===== src/rtl/image_loader.sv =====
// image_loader: 8N1 UART receiver that writes a raw 8-bit pixel stream into the shared data memory.
// Define IMAGE_LOADER_CHECKSUM_EN to require a trailing XOR checksum byte after the image.
module image_loader #(
    parameter int          CLKS_PER_BIT = 434,
    parameter logic [31:0] BASE_ADDR    = 32'd0,
    parameter int          IMG_BYTES    = 65536
) (
    input  logic        clk,
    input  logic        reset,
    input  logic        rx,
    input  logic        start,
    input  logic        abort,
    output logic [31:0] mem_addr,
    output logic [31:0] mem_data,
    output logic        mem_we,
    output logic        busy,
    output logic        done,
    output logic        err
);
    localparam int            CW      = $clog2(CLKS_PER_BIT);
    localparam int            NW      = $clog2(IMG_BYTES + 1);
    localparam logic [CW-1:0] HALF_M1 = CW'(CLKS_PER_BIT / 2 - 1);
    localparam logic [CW-1:0] FULL_M1 = CW'(CLKS_PER_BIT - 1);
    localparam logic [NW-1:0] LAST_N  = NW'(IMG_BYTES - 1);

    typedef enum logic [1:0] {RX_IDLE, RX_START, RX_DATA, RX_STOP} rx_state_t;
    typedef enum logic [1:0] {
        L_IDLE,
        L_LOAD,
`ifdef IMAGE_LOADER_CHECKSUM_EN
        L_CHECK,
`endif
        L_FIN
    } load_state_t;

    logic          rx_meta, rx_sync, rx_prev;
    logic          fall;
    rx_state_t     rx_state, rx_next;
    logic [CW-1:0] cnt;
    logic [2:0]    bit_idx;
    logic [7:0]    shreg;
    logic          half_tick, bit_tick, byte_ok, frame_err;
    load_state_t   state, state_next;
    logic [NW-1:0] n;
    logic [7:0]    csum;

    // The synchronizer and edge history idle high so reset never looks like a start bit.
    always_ff @(posedge clk or negedge reset) begin
        if (!reset) begin
            rx_meta <= 1'b1;
            rx_sync <= 1'b1;
            rx_prev <= 1'b1;
        end else begin
            rx_meta <= rx;
            rx_sync <= rx_meta;
            rx_prev <= rx_sync;
        end
    end

    assign fall      = rx_prev & ~rx_sync;
    assign half_tick = (cnt == HALF_M1);
    assign bit_tick  = (cnt == FULL_M1);
    assign byte_ok   = busy && (rx_state == RX_STOP) && bit_tick && rx_sync;
    assign frame_err = busy && (rx_state == RX_STOP) && bit_tick && !rx_sync;

    always_ff @(posedge clk or negedge reset) begin
        if (!reset) begin
            rx_state <= RX_IDLE;
        end else begin
            rx_state <= rx_next;
        end
    end

    always_comb begin
        rx_next = rx_state;
        case (rx_state)
            RX_IDLE:  if (fall) rx_next = RX_START;
            RX_START: if (half_tick) rx_next = rx_sync ? RX_IDLE : RX_DATA;
            RX_DATA:  if (bit_tick && bit_idx == 3'd7) rx_next = RX_STOP;
            RX_STOP:  if (bit_tick) rx_next = RX_IDLE;
            default:  rx_next = RX_IDLE;
        endcase
        if (!busy) rx_next = RX_IDLE;
    end

    // Bit timer restarts on every state change so DATA/STOP samples land mid-bit.
    always_ff @(posedge clk or negedge reset) begin
        if (!reset) begin
            cnt     <= '0;
            bit_idx <= '0;
            shreg   <= '0;
        end else begin
            if (rx_state == RX_IDLE || rx_next != rx_state || bit_tick) cnt <= '0;
            else cnt <= cnt + 1'b1;
            if (rx_state == RX_START) bit_idx <= '0;
            if (rx_state == RX_DATA && bit_tick) begin
                shreg   <= {rx_sync, shreg[7:1]};
                bit_idx <= bit_idx + 3'd1;
            end
        end
    end

    always_ff @(posedge clk or negedge reset) begin
        if (!reset) begin
            state <= L_IDLE;
        end else begin
            state <= state_next;
        end
    end

    always_comb begin
        state_next = state;
        case (state)
            L_IDLE: if (start) state_next = L_LOAD;
            L_LOAD: begin
                if (abort || frame_err) state_next = L_IDLE;
`ifdef IMAGE_LOADER_CHECKSUM_EN
                else if (byte_ok && n == LAST_N) state_next = L_CHECK;
`else
                else if (byte_ok && n == LAST_N) state_next = L_FIN;
`endif
            end
`ifdef IMAGE_LOADER_CHECKSUM_EN
            L_CHECK: if (abort || byte_ok || frame_err) state_next = L_IDLE;
`endif
            L_FIN:   state_next = L_IDLE;
            default: state_next = L_IDLE;
        endcase
    end

    // Abort takes priority over a byte completing in the same cycle.
    always_ff @(posedge clk or negedge reset) begin
        if (!reset) begin
            mem_addr <= '0;
            mem_data <= '0;
            mem_we   <= 1'b0;
            busy     <= 1'b0;
            done     <= 1'b0;
            err      <= 1'b0;
            n        <= '0;
            csum     <= '0;
        end else begin
            mem_we <= 1'b0;
            case (state)
                L_IDLE: begin
                    if (start) begin
                        busy <= 1'b1;
                        done <= 1'b0;
                        err  <= 1'b0;
                        n    <= '0;
                        csum <= '0;
                    end
                end
                L_LOAD: begin
                    if (abort) begin
                        busy <= 1'b0;
                    end else if (frame_err) begin
                        err  <= 1'b1;
                        busy <= 1'b0;
                    end else if (byte_ok) begin
                        mem_we   <= 1'b1;
                        mem_addr <= BASE_ADDR + 32'(n);
                        mem_data <= {24'b0, shreg};
                        n        <= n + 1'b1;
                        csum     <= csum ^ shreg;
                    end
                end
`ifdef IMAGE_LOADER_CHECKSUM_EN
                L_CHECK: begin
                    if (abort) begin
                        busy <= 1'b0;
                    end else if (frame_err) begin
                        err  <= 1'b1;
                        busy <= 1'b0;
                    end else if (byte_ok) begin
                        if (shreg == csum) done <= 1'b1;
                        else err <= 1'b1;
                        busy <= 1'b0;
                    end
                end
`endif
                L_FIN: begin
                    done <= 1'b1;
                    busy <= 1'b0;
                end
                default: ;
            endcase
        end
    end

endmodule


===== config.mk =====
export PLATFORM = sky130hd
export DESIGN_NAME = image_loader
export DESIGN_NICKNAME = d
export VERILOG_FILES = /design/src/rtl/image_loader.sv
export SDC_FILE = /design/constraint.sdc
export NUM_CORES = 1
export LEC_CHECK = 0
export CORE_AREA = 10 10 130 132
export CTS_CLUSTER_SIZE = 28
export DETAILED_ROUTE_END_ITERATION = 7
export DIE_AREA = 0 0 140 142
export GPL_TIMING_DRIVEN = 0
export PLACE_DENSITY_LB_ADDON = 0.12
export SYNTH_ARGS = -nofsm -noshare
export SYNTH_HDL_FRONTEND = slang
export SYNTH_SLANG_ARGS = --single-unit

===== constraint.sdc =====
create_clock -name clk -period 2.7 [get_ports clk]
set_input_delay 0.405 -clock clk [delete_from_list [all_inputs] [get_ports clk]]
set_output_delay 0.405 -clock clk [all_outputs]
set_load 0.05 [all_outputs]

Word-level counts from Yosys, hierarchy flattened

Cells that the tools add are included.

Eq/ne operators: 17
$add $sub $neg: 3
Mux-type cells: 32
Reductions and logical operators: 23
Bitwise logic cells: 4

Operators with widths:

| kind                  | number |
|---|---|
| $mux 17               | 4 |
| $pmux 17 s2           | 1 |
| $mux 2                | 9 |
| $add 17x1->17 const B | 1 |
| $eq 17x16->1 const B  | 1 |
| $mux 1                | 10 |
| $ne 2x2->1 const B    | 5 |
| $add 9x1->9 const B   | 1 |
| $eq 9x8->1 const B    | 1 |
| $eq 9x9->1 const B    | 1 |
| $mux 9                | 1 |
| $pmux 2 s4            | 1 |
| $reduce_and 4->1      | 2 |
| $logic_and 1x1->1     | 7 |
| $eq 2x2->1 const B    | 3 |
| $mux 3                | 2 |
| $ne 3x3->1 const B    | 2 |
| $reduce_bool 2->1     | 3 |
| $reduce_and 5->1      | 1 |
| $eq 2x1->1 const B    | 2 |
| $logic_not 2->1       | 2 |
| $pmux 1 s2            | 2 |
| $pmux 2 s2            | 1 |
| $reduce_and 2->1      | 2 |
| other kinds (10)      | 14 |

Output and inout port bits: 68
Logic and storage cells: 94
Flip-flop bits (word level): 73
Input port bits: 5

Depth between registers and ports, before layout

Depth in word-level cells: 9
Depth in mapped cells: 9
Mapped depth without buffers: 8

Least setup slack after synthesis

OpenSTA, ideal clock, no wires.

Kind: register to register
Start: register busy
End: register n[0]
Path buffers: 2
Stages on the path, launching flop included: 7
Path slack: 0.509 ns
Period minus slack after synthesis: 2.191 ns
Data required time: 2.576 ns
Library setup time: 0.124 ns
Arrival time: 2.067 ns
Path through: dfrtp_1 -> nand3_1 -> or4_1 -> buf_6 -> buf_8 -> and3_4 -> a211o_1

Word-level cells in the longest chain between the ends: 5
Elaborated cells on any way between the ends: 7
Those cells by class: 2 x eq/ne; 5 x reduce/logical

RTL lines:

| element                              | RTL line | RTL |
|---|---|---|
| start: declaration                   | 16       | `output logic busy,` |
| start signal: assignment             | 137      | `busy <= 1'b0;` |
| start signal: assignment             | 147      | `busy <= 1'b1;` |
| start signal: assignment             | 156      | `busy <= 1'b0;` |
| $logic_and 1x1->1 * (2 in series)    | 63, 64   |  |
| $logic_and 1x1->1 (on tied branches) | 64, 63   |  |
| $ne 2x2->1 (no line)                 | --       |  |
| $reduce_and 5->1 (no line) *         | --       |  |
| end signal: assignment               | 164      | `n <= n + 1'b1;` |
| end: declaration                     | 44       | `logic [NW-1:0] n;` |

Every way passes the cells marked *; elsewhere a longest branch is shown, timed or not.
A chain may end at the register's enable or synchronous reset.

Worst setup path after layout

Start: register state[1]
End: register n[16]

Word-level cells in the longest chain between the ends: 3
Elaborated cells on any way between the ends: 9
Those cells by class: 5 x eq/ne; 1 x mux; 3 x reduce/logical

RTL lines:

| element                                                          | RTL line | RTL |
|---|---|---|
| start: declaration                                               | 43       | `load_state_t state, state_next;` |
| start signal: assignment                                         | 107      | `state <= state_next;` |
| $eq 2x1->1 / $logic_not 2->1 (equally long branches)             | 144      | `case (state)` |
| $ne 2x2->1 (no line) / $reduce_bool 2->1 (equally long branches) | --       |  |
| $reduce_and 5->1 (no line)                                       | --       |  |

Several ways; a longest one is shown, not always the timed one.

==> flow_metrics.tcl <==
set metrics [dict create \
    status "complete, no violations" \
    slew_viol_final 0 \
    coreArea_um2 14300 \
    crit_chain "inv_1 -> ha_1 -> clkbuf_1 -> nor2b_2 -> clkbuf_1 -> nor2_1 -> a221o_1" \
    grt_max_degree 40 \
    p_int_mw 2.09 \
    ys.flop_type "dfrtp_1" \
    hold_path_class "in -> async" \
    die_area_um2 19900 \
    crit_family "buffers and inverters" \
    cts-hold-fix-buffers 0 \
    root_buffer "clkbuf_16" \
    grt_pass1_wl_um 16100 \
    place_ws_ns 0.0395 \
    max_slew_margin_pct 45.2 \
    start_util_pct 28.3 \
    drc 0 \
    switchingPower_mw 1.13 \
    yosysSeqAreaShare_pct 45.3 \
    grt_overflow 0 \
    synth_area_leader_cell "dfrtp_1" \
    fin_nets 518 \
    netSwitchingFraction_pct 35.1 \
    dpl.cell_count 675 \
    cts_tree "built" \
    antenna_left 0 \
    critPathMaxStageDelay_ns 0.47 \
    boundaryPins 73 \
    wl_per_cell_um 14.1 \
    period_share_pct 92.7 \
    stdcell_count 691 \
    power_leakage_nw 2.35 \
    grt_pass1_vias 3056 \
    p_clk_share_pct 34.7 \
    ys_ff_latch 73 \
    wl_met3_um 644 \
    cts.sinks 73 \
    peakVddDrop_mv 0.271 \
    place.gp.congestion 0.825 \
    cts_resized 0 \
    seqPwrFrac_pct 38.5 \
    antenna_found_initial 0 \
    synthTopCellsByArea "dfrtp_1, nand2_1, buf_4" \
    cts.reportedPaths.clkPinSlew_ns 0.06 \
    clock_skew_ns 0.00525 \
    area_delta_synth_final_pct 24.7 \
    row_count 44 \
    synth_edf_count 0 \
    portBuffers 33 \
    path_common_cell "clkbuf_1" \
    fmax_ghz 0.399 \
    cp-end-kind "flip-flop" \
    worstPathRequired_ns 2.91 \
    cp_max_fo 10 \
    antenna_cells 0 \
    via_per_inst 4.45 \
    place_area_um2 4770 \
    cp-start-kind "flip-flop" \
    crit_type "reg -> reg" \
    cts_buffers 9 \
    power.density_nw_per_um2 639 \
    cts_max_path_buffers 2 \
    hpwl_um 7260 \
    wl_met1_um 4590 \
    synth.most_common_cell "nand2_1" \
    crit_slowest_cell "clkbuf_1" \
    cp.arrival_ns 2.72 \
    crit_buf_inv 3 \
    met2_length_um 4370 \
    fin_area_um2 5050 \
    comb_power_share_pct 26.8 \
    clkLatencyLatePin_ns 0.33 \
    die_h_um 142 \
    synthesis.area_um2 4050 \
    dr_total_vias 3077 \
    avgSynthCellArea_um2 9.65 \
    routed_wl_um 9730 \
    finalHoldViolations 0 \
    worst_slew_pin_slew_ns 0.819 \
    synth-async-reset-ratio_pct 100 \
    cts-htree-levels 3 \
    first_pass_iters 4 \
    post-route-util_pct 35.3 \
    die_w_um 140 \
    rsz0062_at_grt "false" \
    synth_common_cells "nand2_1, dfrtp_1, buf_4, inv_1, nand3_1" \
    maxCapViolCount 0 \
    power_mw 3.22 \
    synthCells 419 \
    post-route-min-period_ns 2.50 \
    layout_setup_ws_ns 0.197 \
    drtIter0Drc 205 \
    post_cts_buffers 0 \
    setup_viol 0 \
    top_layer "met4" \
    drive_gt1_share_pct 18.3 \
    grtUsageTotal_pct 9.86 \
    synth_top_area_share_pct 43.3 \
    yosys_warnings 0 \
    synth_cell_types 66 \
]
## logic make-up after synthesis
family | share of synthesized area, %
AOI/OAI and AO/OA | 12.7
xor gates and xnor gates | 1.52
adders and majority gates | 3.40
buffers and inverters | 11.0
DFF | 45.3
muxes | 4.70
other | 0.0927
and+or+nand+nor | 21.3
## state kept, by name (all words and copies together) (netlist names), 2 cells and up
name / count
mem_data: 8
n: 17
bit_idx: 3
shreg: 8
cnt: 9
mem_addr: 17
rx_state: 2
state: 2
## final cells by class
cell class / instances / area [µm²]
inverters: 18 / 67.6
clock inverters: 3 / 17.5
multi-input cells: 310 / 1910
plain buffers: 56 / 378
repair buffers: 34 / 348
well taps: 184 / 230
fillers: 1490 / 9270
clock buffers: 13 / 260
flip-flops and latches: 73 / 1830
## power groups by stage
| stage | logic, mW | registers (mW) | clock network [mW] |
|---|---|---|---|
| 2_1_floorplan | 0.612 | 1.28 | 0 |
| 3_3_place_gp | 0.858 | 1.26 | 0 |
| 5_1_grt | 0.957 | 1.26 | 1.21 |
| 4_1_cts | 0.874 | 1.24 | 1.15 |
| 3_5_place_dp | 0.869 | 1.26 | 0 |
| 6_report | 0.864 | 1.24 | 1.12 |
## worst paths after layout
| kind | start | to | slack [ns] | depth (start not counted) |
|---|---|---|---|---|
| worst max-delay path | state[1] | n[16] | 0.20 | 7 |
| worst min-delay path | reset | mem_addr[11] | 0.03 | 1 |
| worst max register to register | state[1] | n[16] | 0.20 | 7 |
| worst min register to register | rx_meta | rx_sync | 0.36 | 0 |
| max in group asynchronous | reset | rx_prev | 2.02 | 2 |
| min in group clk | rx_meta | rx_sync | 0.36 | 0 |
## metrics by stage
step | setup TNS [ns] | hold WS (ns)
detailed placement | 0 | 0.351
finish | 0 | 0.0349
floorplan | 0 | 0.109
global route | 0 | 0.0655
global placement | -108.21 | 0.349
CTS | 0 | 0.0551
## routing by layer
layer  up-vias  global-route usage (%)
met2        67                    14.9
met1      1457                    12.7
met3         9                    3.40
li1       1544                       -
met5         -                       0
met4         0                    3.86
## layout by cell type, fill, tap and decap left out, types with 3 or more instances in the layout
cell              n
dfstp_2           3
conb_1           39
ha_1             11
nor4_1            4
o22ai_1           3
a211oi_2          5
clkbuf_16         9
nand4_1           6
a31oi_1           3
a21oi_1          12
or2_2             7
buf_4            40
dfrtp_1          70
a211oi_1          9
clkbuf_1         15
xnor2_1           5
nand2_1          90
mux2_2            8
nand3_1          17
o21ai_0           6
inv_1            17
o31ai_1           3
mux2i_1          10
nor2_1           13
or4_1             4
nor3_1            6
clkdlybuf4s50_1  32
No activity file was read; power rests on OpenSTA's default activity.
